[src/rtl/pixel_array_ctrl_if.sv]
// Result stream leaving pixel_array_ctrl: one captured pixel per beat, tagged with index and last.
// A beat transfers on a rising edge with out_valid && out_ready; until then the master keeps out_valid high and out_data/out_index/out_last unchanged.
interface pixel_array_ctrl_if #(
  parameter int W  = 8,
  parameter int SW = 2
);
  logic [W-1:0]  out_data;
  logic [SW-1:0] out_index;
  logic          out_valid;
  logic          out_ready;
  logic          out_last;

  modport master (output out_data, out_index, out_valid, out_last, input out_ready);
  modport slave  (input out_data, out_index, out_valid, out_last, output out_ready);
endinterface

[src/rtl/pixel_array_ctrl.sv]
// Frame sequencer for pixel_array: clear, erase, optional CDS reference, expose, convert,
// then per-pixel select/capture with each result streamed out on a valid/ready port.
module pixel_array_ctrl #(
  parameter int PIXEL_COUNT    = 4,
  parameter int COUNTER_WIDTH  = 8,
  parameter int ERASE_CYCLES   = 4,
  parameter int CONVERT_CYCLES = 255,
  parameter int EXPT_WIDTH     = 16,
  localparam int SW = $clog2(PIXEL_COUNT),
  localparam int W  = COUNTER_WIDTH
) (
  input  logic                  clk,
  input  logic                  reset,
  input  logic                  start,
  input  logic                  cds_en,
  input  logic [EXPT_WIDTH-1:0] expose_time,
  output logic                  busy,
  output logic                  frame_done,
  output logic                  arr_reset,
  output logic                  arr_erase,
  output logic                  arr_corr,
  output logic                  arr_expose,
  output logic                  arr_convert,
  output logic                  arr_read,
  output logic                  arr_cds,
  output logic [SW-1:0]         arr_sel,
  input  logic [W-1:0]          arr_pixel,
  pixel_array_ctrl_if.master    stream,
  output logic [3:0]            dbg_state
);
  localparam int CONV_BITS = $clog2(CONVERT_CYCLES + 1);
  localparam int CW = (EXPT_WIDTH > CONV_BITS) ? EXPT_WIDTH : CONV_BITS;

  typedef enum logic [3:0] {
    IDLE, CLR, ERASE, CORR, EXPOSE, CLR2, CONVERT, RD_SET, RD_CAP, RD_WAIT
  } state_t;

  state_t                state_q, state_d;
  logic [CW-1:0]         cnt_q, cnt_load;
  logic [SW-1:0]         idx_q;
  logic                  cds_q;
  logic [EXPT_WIDTH-1:0] exp_q;
  logic                  start_acc, accept, last_pix, cnt_done;
  logic                  reset_d, erase_d, corr_d, expose_d, convert_d, read_d;
  logic                  busy_d, done_d, cds_d;

  // frame_done is high only in IDLE, so gating on it drops a start in the done cycle.
  assign start_acc = (state_q == IDLE) && start && !frame_done;
  assign accept    = (state_q == RD_WAIT) && stream.out_ready;
  assign last_pix  = (idx_q == SW'(PIXEL_COUNT - 1));
  assign cnt_done  = (cnt_q == CW'(1));
  assign dbg_state = state_q;
  assign arr_sel   = idx_q;

  always_ff @(posedge clk or negedge reset) begin
    if (!reset) state_q <= IDLE;
    else        state_q <= state_d;
  end

  always_comb begin
    state_d = state_q;
    case (state_q)
      IDLE:    if (start_acc) state_d = CLR;
      CLR:     state_d = ERASE;
      ERASE:   if (cnt_done) state_d = cds_q ? CORR : EXPOSE;
      CORR:    state_d = EXPOSE;
      EXPOSE:  if (cnt_done) state_d = CLR2;
      CLR2:    state_d = CONVERT;
      CONVERT: if (cnt_done) state_d = RD_SET;
      RD_SET:  state_d = RD_CAP;
      RD_CAP:  state_d = RD_WAIT;
      RD_WAIT: if (accept) state_d = last_pix ? IDLE : RD_SET;
      default: state_d = IDLE;
    endcase
  end

  // Next values of the registered outputs, decoded from the state being entered.
  always_comb begin
    reset_d   = (state_d == CLR) || (state_d == CLR2);
    erase_d   = (state_d == ERASE);
    corr_d    = (state_d == CORR);
    expose_d  = (state_d == EXPOSE);
    convert_d = (state_d == CONVERT);
    read_d    = (state_d == RD_SET) || (state_d == RD_CAP);
    busy_d    = (state_d != IDLE);
    done_d    = accept && last_pix;
    cds_d     = busy_d && (start_acc ? cds_en : cds_q);
    case (state_d)
      ERASE:   cnt_load = CW'(ERASE_CYCLES);
      EXPOSE:  cnt_load = CW'(exp_q);
      CONVERT: cnt_load = CW'(CONVERT_CYCLES);
      default: cnt_load = CW'(1);
    endcase
  end

  always_ff @(posedge clk or negedge reset) begin
    if (!reset) begin
      cnt_q            <= '0;
      idx_q            <= '0;
      cds_q            <= 1'b0;
      exp_q            <= '0;
      busy             <= 1'b0;
      frame_done       <= 1'b0;
      arr_reset        <= 1'b0;
      arr_erase        <= 1'b0;
      arr_corr         <= 1'b0;
      arr_expose       <= 1'b0;
      arr_convert      <= 1'b0;
      arr_read         <= 1'b0;
      arr_cds          <= 1'b0;
      stream.out_data  <= '0;
      stream.out_index <= '0;
      stream.out_valid <= 1'b0;
      stream.out_last  <= 1'b0;
    end else begin
      if (start_acc) begin
        cds_q <= cds_en;
        exp_q <= (expose_time == '0) ? EXPT_WIDTH'(1) : expose_time;
      end
      // Counter reloads on every state change and parks at 1 rather than wrapping.
      if (state_d != state_q)  cnt_q <= cnt_load;
      else if (cnt_q > CW'(1)) cnt_q <= cnt_q - CW'(1);
      if (accept) idx_q <= last_pix ? '0 : idx_q + SW'(1);
      busy        <= busy_d;
      frame_done  <= done_d;
      arr_reset   <= reset_d;
      arr_erase   <= erase_d;
      arr_corr    <= corr_d;
      arr_expose  <= expose_d;
      arr_convert <= convert_d;
      arr_read    <= read_d;
      arr_cds     <= cds_d;
      if (state_q == RD_CAP) begin
        stream.out_data  <= arr_pixel;
        stream.out_index <= idx_q;
        stream.out_valid <= 1'b1;
        stream.out_last  <= last_pix;
      end else if (accept) begin
        stream.out_valid <= 1'b0;
        stream.out_last  <= 1'b0;
      end
    end
  end
endmodule

[src/flat_wrapper.sv]
// flat-port wrapper written by rule: the top's interface ports become plain ports
module pixel_array_ctrl_flat 
#(
  parameter int PIXEL_COUNT    = 4,
  parameter int COUNTER_WIDTH  = 8,
  parameter int ERASE_CYCLES   = 4,
  parameter int CONVERT_CYCLES = 255,
  parameter int EXPT_WIDTH     = 16,
  localparam int SW = $clog2(PIXEL_COUNT),
  localparam int W  = COUNTER_WIDTH
)
  (clk, reset, start, cds_en, expose_time, busy, frame_done, arr_reset, arr_erase, arr_corr, arr_expose, arr_convert, arr_read, arr_cds, arr_sel, arr_pixel, dbg_state, stream_out_data, stream_out_index, stream_out_valid, stream_out_last, stream_out_ready);
  pixel_array_ctrl_if #(.W(8), .SW(2)) stream_i ();
  input  logic clk;
  input  logic reset;
  input  logic start;
  input  logic cds_en;
  input  logic [EXPT_WIDTH-1:0] expose_time;
  output logic busy;
  output logic frame_done;
  output logic arr_reset;
  output logic arr_erase;
  output logic arr_corr;
  output logic arr_expose;
  output logic arr_convert;
  output logic arr_read;
  output logic arr_cds;
  output logic [SW-1:0] arr_sel;
  input  logic [W-1:0] arr_pixel;
  output logic [3:0] dbg_state;
  output wire logic [$bits(stream_i.out_data)-1:0] stream_out_data;
  output wire logic [$bits(stream_i.out_index)-1:0] stream_out_index;
  output wire logic [$bits(stream_i.out_valid)-1:0] stream_out_valid;
  output wire logic [$bits(stream_i.out_last)-1:0] stream_out_last;
  input wire logic [$bits(stream_i.out_ready)-1:0] stream_out_ready;
  assign stream_out_data = stream_i.out_data;
  assign stream_out_index = stream_i.out_index;
  assign stream_out_valid = stream_i.out_valid;
  assign stream_out_last = stream_i.out_last;
  assign stream_i.out_ready = stream_out_ready;
  pixel_array_ctrl #(.PIXEL_COUNT(PIXEL_COUNT), .COUNTER_WIDTH(COUNTER_WIDTH), .ERASE_CYCLES(ERASE_CYCLES), .CONVERT_CYCLES(CONVERT_CYCLES), .EXPT_WIDTH(EXPT_WIDTH)) u_core (.clk(clk), .reset(reset), .start(start), .cds_en(cds_en), .expose_time(expose_time), .busy(busy), .frame_done(frame_done), .arr_reset(arr_reset), .arr_erase(arr_erase), .arr_corr(arr_corr), .arr_expose(arr_expose), .arr_convert(arr_convert), .arr_read(arr_read), .arr_cds(arr_cds), .arr_sel(arr_sel), .arr_pixel(arr_pixel), .stream(stream_i), .dbg_state(dbg_state));
endmodule
[config.mk]
export PLATFORM = sky130hd
export DESIGN_NAME = pixel_array_ctrl_flat
export DESIGN_NICKNAME = d
export VERILOG_FILES = /design/src/rtl/pixel_array_ctrl_if.sv /design/src/rtl/pixel_array_ctrl.sv /design/src/flat_wrapper.sv
export SDC_FILE = /design/constraint.sdc
export NUM_CORES = 1
export LEC_CHECK = 0
export CAP_MARGIN = 20
export CORE_MARGIN = 2
export CORE_UTILIZATION = 50
export CTS_CLUSTER_SIZE = 20
export DETAILED_ROUTE_END_ITERATION = 10
export PLACE_DENSITY = 0.74
export SYNTH_ARGS = -nofsm -noshare
export SYNTH_HDL_FRONTEND = slang
export SYNTH_SLANG_ARGS = --single-unit
[constraint.sdc]
create_clock -name clk -period 2.55 [get_ports clk]
set_input_delay 0.51 -clock clk [delete_from_list [all_inputs] [get_ports clk]]
set_output_delay 0.51 -clock clk [all_outputs]
set_load 0.005 [all_outputs]
==> flow_summary_export.csv, run 1 <==
group,metric,value,unit
logic_synthesis,synth_top_area_cell,"dfrtp_1",
worst_setup_path,critPathLaunch,"u_core.cnt_q[3]$_DFFE_PN0P_",
logic_synthesis,syn_nets,289,
power,ir_drop,0.8179,mV
cts,clkTransAtPathRegs,0.06,ns
worst_setup_path,cp_max_fo,18,
flow_run,max_cap_violations,0,
cells_and_area,final_area,0.003871,mm2
place,dp.cells,389,
grt,grt_max_degree,61,
die,core,0.005574,mm2
sta,maxSlewViolCount,0,
die,die_x,80.23,um
cells_and_area,area_growth,33.25,%
sta,max_slew.worst_pin.slew,0.7461,ns
grt,antenna_found_initial,0,
worst_setup_path,reg2reg_to,"u_core.cnt_q[9]$_DFFE_PN0P_",
detailed_routing,first_pass_iters,4,
grt,grt_overflow,0,
worst_setup_path,critPathSlowestCell,"a2111oi_4",
cts,holdBufCountCts,0,
sta,finClkSkew,0.007593,ns
power,power_density,1275,mW/mm2
logic_synthesis,synthTopCellsByArea,"dfrtp_1, mux2_2, nand2_1",
place,portBuffers,55,
detailed_routing,viasPerCell,5.588,
grt,grt_usage,21.57,%
logic_synthesis,syn_inst,257,
cells_and_area,nets,360,
sta,setup_viol,0,
sta,setup_ws,0.1848,ns
place,place_hpwl,4.492,mm
logic_synthesis,synthFlopType,"dfrtp_1",
logic_synthesis,synth_seq_cells,60,
detailed_routing,final_antenna_net_count,0,
detailed_routing,routed_wl,6.510,mm
worst_setup_path,critPathMaxStageDelay,0.50,ns
worst_setup_path,worstSetupPathType,"flop to flop",
logic_synthesis,synth.distinct_cells,53,
detailed_routing,vias,2263,
logic_synthesis,ys_warn_count,0,
die,io_pins,56,
cts,htree_levels,3,
cts,cts.sinks,60,
cts,root_buffer,"clkbuf_8",
worst_setup_path,r2r_cells,7,
sta,finalHoldViolCount,0,
cells_and_area,final_common_cell,"dfrtp_1",
worst_setup_path,worstPathCellList,"nor4_2 -> nand4_1 -> a2111oi_4 -> nor3_4 -> buf_12 -> nor4b_2 -> a21o_1",
cells_and_area,drive_gt1_share,21.02,%
worst_setup_path,crit_end,"u_core.cnt_q[9]$_DFFE_PN0P_",
logic_synthesis,synth-seq-area-share,51.68,%
sta,fin_crit_sh,92.75,%
worst_setup_path,crit_family,"simple AND/OR/NAND/NOR gates",
place,gp_congestion,0.7974,
place,dp_worst_setup_slack,0.07603,ns
worst_setup_path,start_kind,"flop",
worst_setup_path,crit_cells,7,
logic_synthesis,async_reset_ff_share,100.0,%
sta,setup_tns,0,ns
cells_and_area,n_antenna_cell,0,
sta,max_freq,0.4228,GHz
cts,cts_tree,"yes",
worst_setup_path,endpoint_kind,"flop",
cts,cts_resized,0,
die,rows,27,
grt,grt_pass1_vias,2177,
cells_and_area,utilization,69.45,%
logic_synthesis,netlist_area,0.002905,mm2
cts,cts_buffer_depth,2,
worst_setup_path,crit_buf_inv,1,
cts,cts_buffers,9,
logic_synthesis,synth_edf_count,0,
logic_synthesis,syn_avg_cell_area,11.30,um2
die,start_util,52.12,%
worst_setup_path,r2r_slack,0.18,ns
worst_setup_path,arrival,2.63,ns
detailed_routing,drc,0,
logic_synthesis,synth_top_area_share,51.68,%
sta,min_period,2.365,ns
worst_setup_path,worstReg2RegStart,"u_core.cnt_q[3]$_DFFE_PN0P_",
die,die_h,80.23,um
power,leakagePower,0.001683,uW
place,placed_area,0.003603,mm2
status,status,"finished, final reports clean",
grt,grt_pass1_wl,10.47,mm
die,design.die.area,0.006436,mm2
cts,cts_setup_buffers,0,
worst_setup_path,critPathRequiredTime,2.82,ns
detailed_routing,drt-initial-drc-count,298,
cells_and_area,fin_cells,405,
min_path,hp-class,"input pin to asynchronous set/reset pin",
sta,slew_headroom,50.26,%
detailed_routing,avgRoutedWirePerCell,16.07,um
cts,clk_latency,0.33,ns
cells_and_area,final_cell_mix,"dfrtp_1, clkdlybuf4s50_1, mux2_2",
-- final cells by class --
| cell class | count | area, um2 |
|---|---|---|
| fill | 419 | 1703 |
| timing repair buffer | 70 | 670.6 |
| sequential | 60 | 1501 |
| clock buffer | 12 | 155.1 |
| inverter | 6 | 22.52 |
| multi-input combinational | 181 | 1336 |
| tap | 72 | 90.09 |
| clock inverter | 4 | 95.09 |
-- power by group --
group	switching (uW)	total, uW	internal (uW)
clock	364	1070	702
combinational	1070	2210	1140
sequential	330	1660	1330
-- how the worst min path moves through the flow --
| stage | cells past startpoint | to | slack [ns] | start |
|---|---|---|---|---|
| after CTS | 2 | u_core.exp_q[8]$_DFFE_PN0P_ | 0.34 | reset |
| after global placement | 1 | u_core.stream.out_valid$_DFFE_PN0P_ | 0.46 | u_core.stream.out_valid$_DFFE_PN0P_ |
| after global routing | 2 | u_core.exp_q[15]$_DFFE_PN0P_ | 0.38 | reset |
| final | 2 | u_core.exp_q[8]$_DFFE_PN0P_ | 0.32 | reset |
| after detailed placement | 1 | u_core.stream.out_valid$_DFFE_PN0P_ | 0.47 | u_core.stream.out_valid$_DFFE_PN0P_ |
| after floorplan | 0 | u_core.arr_cds$_DFF_PN0_ | 0.21 | reset |
-- stage by stage --
stage	total power, uW	hold slack [ns]
3_3_place_gp	3750	0.4605
2_1_floorplan	3001	0.2144
3_5_place_dp	3802	0.4697
5_1_grt	5259	0.3770
6_report	4934	0.3192
4_1_cts	4922	0.3416
-- cells in the mapped netlist (all sizes together), types with 5 or more instances --
master and count:
nor2 17, nor3 8, nand2 24, nor4 9, o21ai 14, mux2 27
xnor2 8, xor2 5, buf 8, nand3 8, inv 6, dfrtp 60
o31ai 7
-- layer usage --
metal | share of wire, % | GRT usage [%]
met2 | 47 | 32.17
met4 | 2.0 | 7.627
met1 | 46 | 30.18
met5 | 0 | 0
met3 | 5.7 | 6.067
-- kinds of logic after synthesis --
| logic type | count (synthesis) | synth area share, % |
|---|---|---|
| compound gates | 41 | 9.906 |
| xor+xnor | 13 | 3.919 |
| fa+ha+maj | 3 | 1.292 |
| buf+inv | 16 | 2.928 |
| flops | 60 | 51.68 |
| mux | 28 | 10.81 |
| simple gates | 96 | 19.47 |
-- registers in the layout, summed over array words and instances, names as in the netlist, 2 cells and up --
name	count
u_core.cnt_q	16
u_core.exp_q	16
u_core.stream.out_data	8
u_core.dbg_state	4
u_core.arr_sel	2
u_core.stream.out_index	2
(Power assumes the default switching activity.)
==> run 2: changes to the inputs <==
- PLACE_DENSITY: 0.74 -> 0.82
- SLEW_MARGIN: not set -> 25
==> run 2 against run 1 <==
  * Core utilization down 0.25 points
  * Design area is 0.36% lower
  * Die area unchanged
  * Non-clock buffer count fell by 1
  * Worst setup slack better by 0.011 ns
  * Largest cell class unchanged
  * Critical endpoint is now u_core.arr_cds$_DFF_PN0_
  * Global-route usage is 1.6 points higher
  * Clock power fell by 10%
  * Critical path depth up 1
  * Worst hold slack worse by 0.14 ns
==> flow_summary_export.csv, run 2 (synthesis results as in run 1) <==
group,metric,value,unit
power,p_int,3031,uW
cells_and_area,final_cell_mix,"dfrtp_1, clkdlybuf4s50_1, mux2_2",
power,leakagePower,0.001661,uW
worst_setup_path,r2r_slack,0.20,ns
cts,clk_latency,0.33,ns
die,start_util,52.12,%
detailed_routing,vias,2265,
worst_setup_path,r2r_cells,8,
detailed_routing,first_pass_iters,4,
place,portBuffers,55,
power,clockPowerShare,19.9,%
die,design.die.area,0.006436,mm2
worst_setup_path,critPathRequiredTime,2.77,ns
cells_and_area,nets,359,
sta,min_period,2.354,ns
cells_and_area,utilization,69.20,%
cells_and_area,area_growth,32.77,%
sta,fin_crit_sh,92.31,%
cts,cts.sinks,60,
cells_and_area,nFillCells,404,
power,netSwitchingPower,1781,uW
detailed_routing,final_antenna_net_count,0,
detailed_routing,drt-initial-drc-count,232,
worst_setup_path,start_kind,"flop",
sta,finalHoldViolCount,0,
cells_and_area,reg_top3,"u_core.cnt_q (16), u_core.exp_q (16), u_core.stream.out_data (8)",
cts,holdBufCountCts,0,
grt,grt_usage,23.14,%
worst_setup_path,worstSetupPathType,"flop to flop",
detailed_routing,drc,0,
die,rows,27,
worst_setup_path,crit_buf_inv,1,
worst_setup_path,critPathLaunch,"u_core.cnt_q[1]$_DFFE_PN0P_",
grt,grt_pass1_wl,11.14,mm
cells_and_area,final_area,0.003857,mm2
cells_and_area,final_common_cell,"dfrtp_1",
detailed_routing,routed_wl,6.672,mm
worst_setup_path,worstPathCellList,"inv_1 -> ha_1 -> nor4b_1 -> nand4_1 -> a211o_2 -> or2_1 -> or2_1 -> and2_1",
worst_setup_path,arrival,2.57,ns
sta,rsz0062_at_grt,"no",
worst_setup_path,crit_family,"simple AND/OR/NAND/NOR gates",
place,placed_area,0.003601,mm2
sta,setup_viol,0,
cts,cts_tree,"yes",
min_path,hp-class,"input pin to asynchronous set/reset pin",
sta,slew_headroom,60.03,%
cts,root_buffer,"clkbuf_8",
die,die_x,80.23,um
worst_setup_path,worstReg2RegStart,"u_core.cnt_q[1]$_DFFE_PN0P_",
cts,clkTransAtPathRegs,0.07,ns
place,place_hpwl,4.777,mm
cts,cts_buffer_depth,2,
cells_and_area,drive_gt1_share,21.39,%
power,power_density,1247,mW/mm2
sta,maxSlewViolCount,0,
sta,max_slew.worst_pin.slew,0.5996,ns
worst_setup_path,cp_max_fo,3,
worst_setup_path,reg2reg_to,"u_core.arr_cds$_DFF_PN0_",
worst_setup_path,critPathMaxStageDelay,0.42,ns
sta,finClkSkew,0.007901,ns
cts,cts_buffers,9,
die,core,0.005574,mm2
sta,max_freq,0.4248,GHz
worst_setup_path,critPathSlowestCell,"a211o_2",
cts,htree_levels,3,
detailed_routing,viasPerCell,5.606,
worst_setup_path,cp_common_cell,"or2_1",
cells_and_area,n_antenna_cell,0,
grt,antenna_found_initial,0,
grt,grt_pass1_vias,2266,
power,ir_drop,0.6402,mV
grt,grt_overflow,0,
sta,setup_tns,0,ns
grt,grt_max_degree,35,
die,io_pins,56,
power,switching_share,37.01,%
power,comb_power_share,45.2,%
place,gp_congestion,0.8565,
status,status,"finished, final reports clean",
detailed_routing,avgRoutedWirePerCell,16.51,um
worst_setup_path,endpoint_kind,"flop",
flow_run,max_cap_violations,0,
power,seq_power_share,34.8,%
die,die_h,80.23,um
run 2: stage by stage:
step / worst slack (ns) / cells / hold slack (ns) / power [uW]
2_1_floorplan: 0.3005 / 257 / 0.2144 / 3001
3_3_place_gp: 0.1067 / 387 / 0.4604 / 3701
3_5_place_dp: 0.04592 / 387 / 0.4734 / 3787
4_1_cts: 0.04871 / 403 / 0.1844 / 4794
5_1_grt: 0.04216 / 404 / 0.2321 / 5149
6_report: 0.1960 / 404 / 0.1797 / 4812
run 2: per-layer routing:
layer / track usage [%] / part of all wire, %
met4: 9.492 / 1.8
met5: 0 / 0
met2: 36.00 / 50
met1: 31.29 / 44
met3: 5.281 / 4.3
run 2: power groups by stage:
stage                     Combinational (uW)  Sequential, uW  Clock [uW]
after global placement                  2050            1650           0
after detailed placement                2110            1680           0
after floorplan                         1450            1550           0
after global routing                    2400            1720        1020
final                                   2180            1680         959
after CTS                               2150            1660         980
run 2: worst max-delay path by stage:
stage / end / depth (start not counted)
after floorplan: u_core.cnt_q[1]$_DFFE_PN0P_ / 8
after global placement: u_core.cnt_q[9]$_DFFE_PN0P_ / 8
after detailed placement: u_core.cnt_q[9]$_DFFE_PN0P_ / 8
after CTS: u_core.cnt_q[9]$_DFFE_PN0P_ / 7
after global routing: u_core.cnt_q[9]$_DFFE_PN0P_ / 9
final: u_core.arr_cds$_DFF_PN0_ / 8
run 2: layout make-up:
type | instances | area (um2) | area share (%)
clock buffers | 10 | 137.6 | 3.568
clock inverters | 6 | 87.58 | 2.271
inverters | 6 | 22.52 | 0.5838
multi-input cells | 181 | 1343 | 34.80
flip-flops and latches | 60 | 1501 | 38.92
well taps | 72 | 90.09 | 2.335
repair buffers | 69 | 675.6 | 17.52
run 2: timing repair:
action                     in CTS  in global routing
gates resized for setup         0                  3
buffers inserted                0                  1
setup endpoints to repair       0                  7
run 2: worst reg2reg max path, delay by kind of cell (launching register included):
family	cells	cell delay (ns)
AOI/OAI and AO/OA	1	0.42
DFF	1	0.40
buffers and inverters	1	0.10
adders and majority gates	1	0.18
and+or+nand+nor	5	1.14
==> run 3: changes to the inputs <==
- CORE_UTILIZATION: 50 -> 24
- PLACE_DENSITY: 0.82 -> 0.48
==> run 3 against run 2 <==
  * Global-route usage decreased by 12 points
  * Flip-flop and latch count did not move
  * Sequential share of layout area is 1.7 points lower
  * Fmax is 1.7% lower
  * Clock skew decreased by 0.0030 ns
  * Clock power up 27%
  * Die area up 100%
  * Via count shrank 1.6%
  * Non-clock buffer count rose by 2
  * Worst setup slack worse by 0.041 ns
  * Largest power group unchanged
  * Highest routed layer unchanged
==> flow_summary_export.csv, run 3 (synthesis results as in run 1) <==
group,metric,value,unit
status,status,"finished, final reports clean",
sta,min_period,2.395,ns
cells_and_area,final_common_cell,"dfrtp_1",
cts,htree_levels,3,
sta,finClkSkew,0.004929,ns
detailed_routing,first_pass_iters,4,
cts,root_buffer,"clkbuf_16",
worst_setup_path,critPathRequiredTime,2.77,ns
die,rows,40,
power,seq_power_share,32.7,%
worst_setup_path,cp_max_fo,3,
grt,grt_pass1_vias,2249,
cts,holdBufCountCts,0,
cts,cts_buffers,9,
worst_setup_path,start_kind,"flop",
cells_and_area,final_cell_mix,"dfrtp_1, clkdlybuf4s50_1, mux2_2",
sta,rsz0062_at_grt,"no",
detailed_routing,drc,0,
cts,cts_setup_buffers,0,
detailed_routing,vias,2229,
cts,cts_buffer_depth,2,
sta,fin_crit_sh,93.93,%
worst_setup_path,reg2reg_to,"u_core.arr_cds$_DFF_PN0_",
sta,max_slew.worst_pin.slew,0.6871,ns
sta,finalHoldViolCount,0,
sta,maxSlewViolCount,0,
cells_and_area,nets,361,
cts,cts.sinks,60,
detailed_routing,wl_met2,3.328,mm
place,dp_worst_setup_slack,0.09101,ns
worst_setup_path,endpoint_kind,"flop",
cells_and_area,drive_gt1_share,21.26,%
power,p_int,3240,uW
min_path,hp-class,"input pin to asynchronous set/reset pin",
cells_and_area,final_area,0.004039,mm2
die,io_pins,56,
power,switching_share,36.12,%
grt,grt_usage,11.60,%
worst_setup_path,worstReg2RegStart,"u_core.cnt_q[1]$_DFFE_PN0P_",
place,portBuffers,55,
cts,cts_resized,0,
worst_setup_path,r2r_cells,8,
worst_setup_path,critPathSlowestCell,"a211o_2",
grt,grt_max_degree,34,
sta,setup_tns,0,ns
cts,clk_latency,0.33,ns
die,die_h,114.0,um
worst_setup_path,critPathMaxStageDelay,0.44,ns
cells_and_area,n_antenna_cell,0,
detailed_routing,viasPerCell,4.634,
power,clockPowerShare,24.0,%
detailed_routing,met1_length,3.326,mm
cells_and_area,area_growth,39.02,%
power,power_density,1256,mW/mm2
die,die_x,114.0,um
place,placed_area,0.003717,mm2
sta,setup_ws,0.1547,ns
cells_and_area,reg_top3,"u_core.cnt_q (16), u_core.exp_q (16), u_core.stream.out_data (8)",
power,comb_power_share,43.3,%
cts,clkTransAtPathRegs,0.06,ns
grt,grt_overflow,0,
die,design.die.area,0.01300,mm2
die,core,0.01191,mm2
place,gp_congestion,0.8654,
power,ir_drop,0.4175,mV
detailed_routing,final_antenna_net_count,0,
detailed_routing,drt-initial-drc-count,105,
sta,max_freq,0.4175,GHz
sta,setup_viol,0,
grt,antenna_found_initial,0,
flow_run,max_cap_violations,0,
die,start_util,24.39,%
power,leakagePower,0.001706,uW
sta,slew_headroom,54.19,%
worst_setup_path,arrival,2.61,ns
detailed_routing,wl_met3,302,um
power,netSwitchingPower,1832,uW
cts,cts_tree,"yes",
worst_setup_path,worstPathCellList,"inv_1 -> ha_1 -> nor4b_1 -> nand4_1 -> a211o_2 -> or2_1 -> or2_1 -> and2_1",
worst_setup_path,worstSetupPathType,"flop to flop",
worst_setup_path,cp_common_cell,"or2_1",
grt,grt_pass1_wl,11.56,mm
worst_setup_path,r2r_slack,0.15,ns
detailed_routing,routed_wl,7.059,mm
detailed_routing,avgRoutedWirePerCell,14.68,um
place,place_hpwl,5.106,mm
detailed_routing,highest_layer,"met4",
## run 3: changes by cell type in the layout (fill, tap and decap cells not counted), sizes merged
cell	change
inv	+2
bufinv	-1
clkbuf	-1
buf	+2
## run 3: power groups by stage
stage	Clock (uW)	Sequential, uW	Combinational [uW]
2_1_floorplan	0	1550	1450
3_3_place_gp	0	1660	2170
6_report	1220	1660	2200
3_5_place_dp	0	1660	2170
4_1_cts	1250	1650	2190
5_1_grt	1290	1720	2440
## run 3: final cells by class
class,instances,area [um2]
Clock buffer,9,225.2
Clock inverter,7,75.07
Fill cell,1179,7873
Inverter,6,22.52
Multi-Input combinational cell,181,1340
Sequential cell,60,1501
Tap cell,147,183.9
Timing Repair Buffer,71,690.7
## run 3: worst max path at each step
stage,startpoint,slack [ns],depth (start not counted),endpoint
floorplan,u_core.arr_sel[0]$_DFFE_PN0P_,0.30,8,u_core.cnt_q[1]$_DFFE_PN0P_
global placement,stream_out_ready,0.09,8,u_core.arr_cds$_DFF_PN0_
detailed placement,stream_out_ready,0.09,8,u_core.cnt_q[4]$_DFFE_PN0P_
CTS,u_core.cnt_q[7]$_DFFE_PN0P_,0.16,7,u_core.cnt_q[9]$_DFFE_PN0P_
global route,u_core.cnt_q[1]$_DFFE_PN0P_,0.009,8,u_core.cnt_q[9]$_DFFE_PN0P_
finish,u_core.cnt_q[1]$_DFFE_PN0P_,0.15,8,u_core.arr_cds$_DFF_PN0_
## run 3: worst max-delay path, delay by kind of cell (launching register included)
kind / cells / cell delay [ns]
buffers and inverters: 1 / 0.08
adder cells (fa/ha/maj): 1 / 0.17
AO/OA/AOI/OAI: 1 / 0.44
AND/OR/NAND/NOR: 5 / 1.19
flip-flops: 1 / 0.39
## run 3: through the flow
step,util (%),std cells,hold slack (ns),power (uW)
after floorplan,-,257,0.2144,3001
after global placement,31.21,465,0.4673,3831
after detailed placement,31.21,465,0.4649,3833
after CTS,33.73,481,0.2495,5090
after global routing,33.91,481,0.2762,5452
final,33.91,481,0.2249,5072
## run 3: layer usage
layer / track usage [%] / vias up
li1: - / 1072
met1: 15.27 / 1098
met2: 18.29 / 50
met3: 2.816 / 9
met4: 4.878 / 0
met5: 0 / -
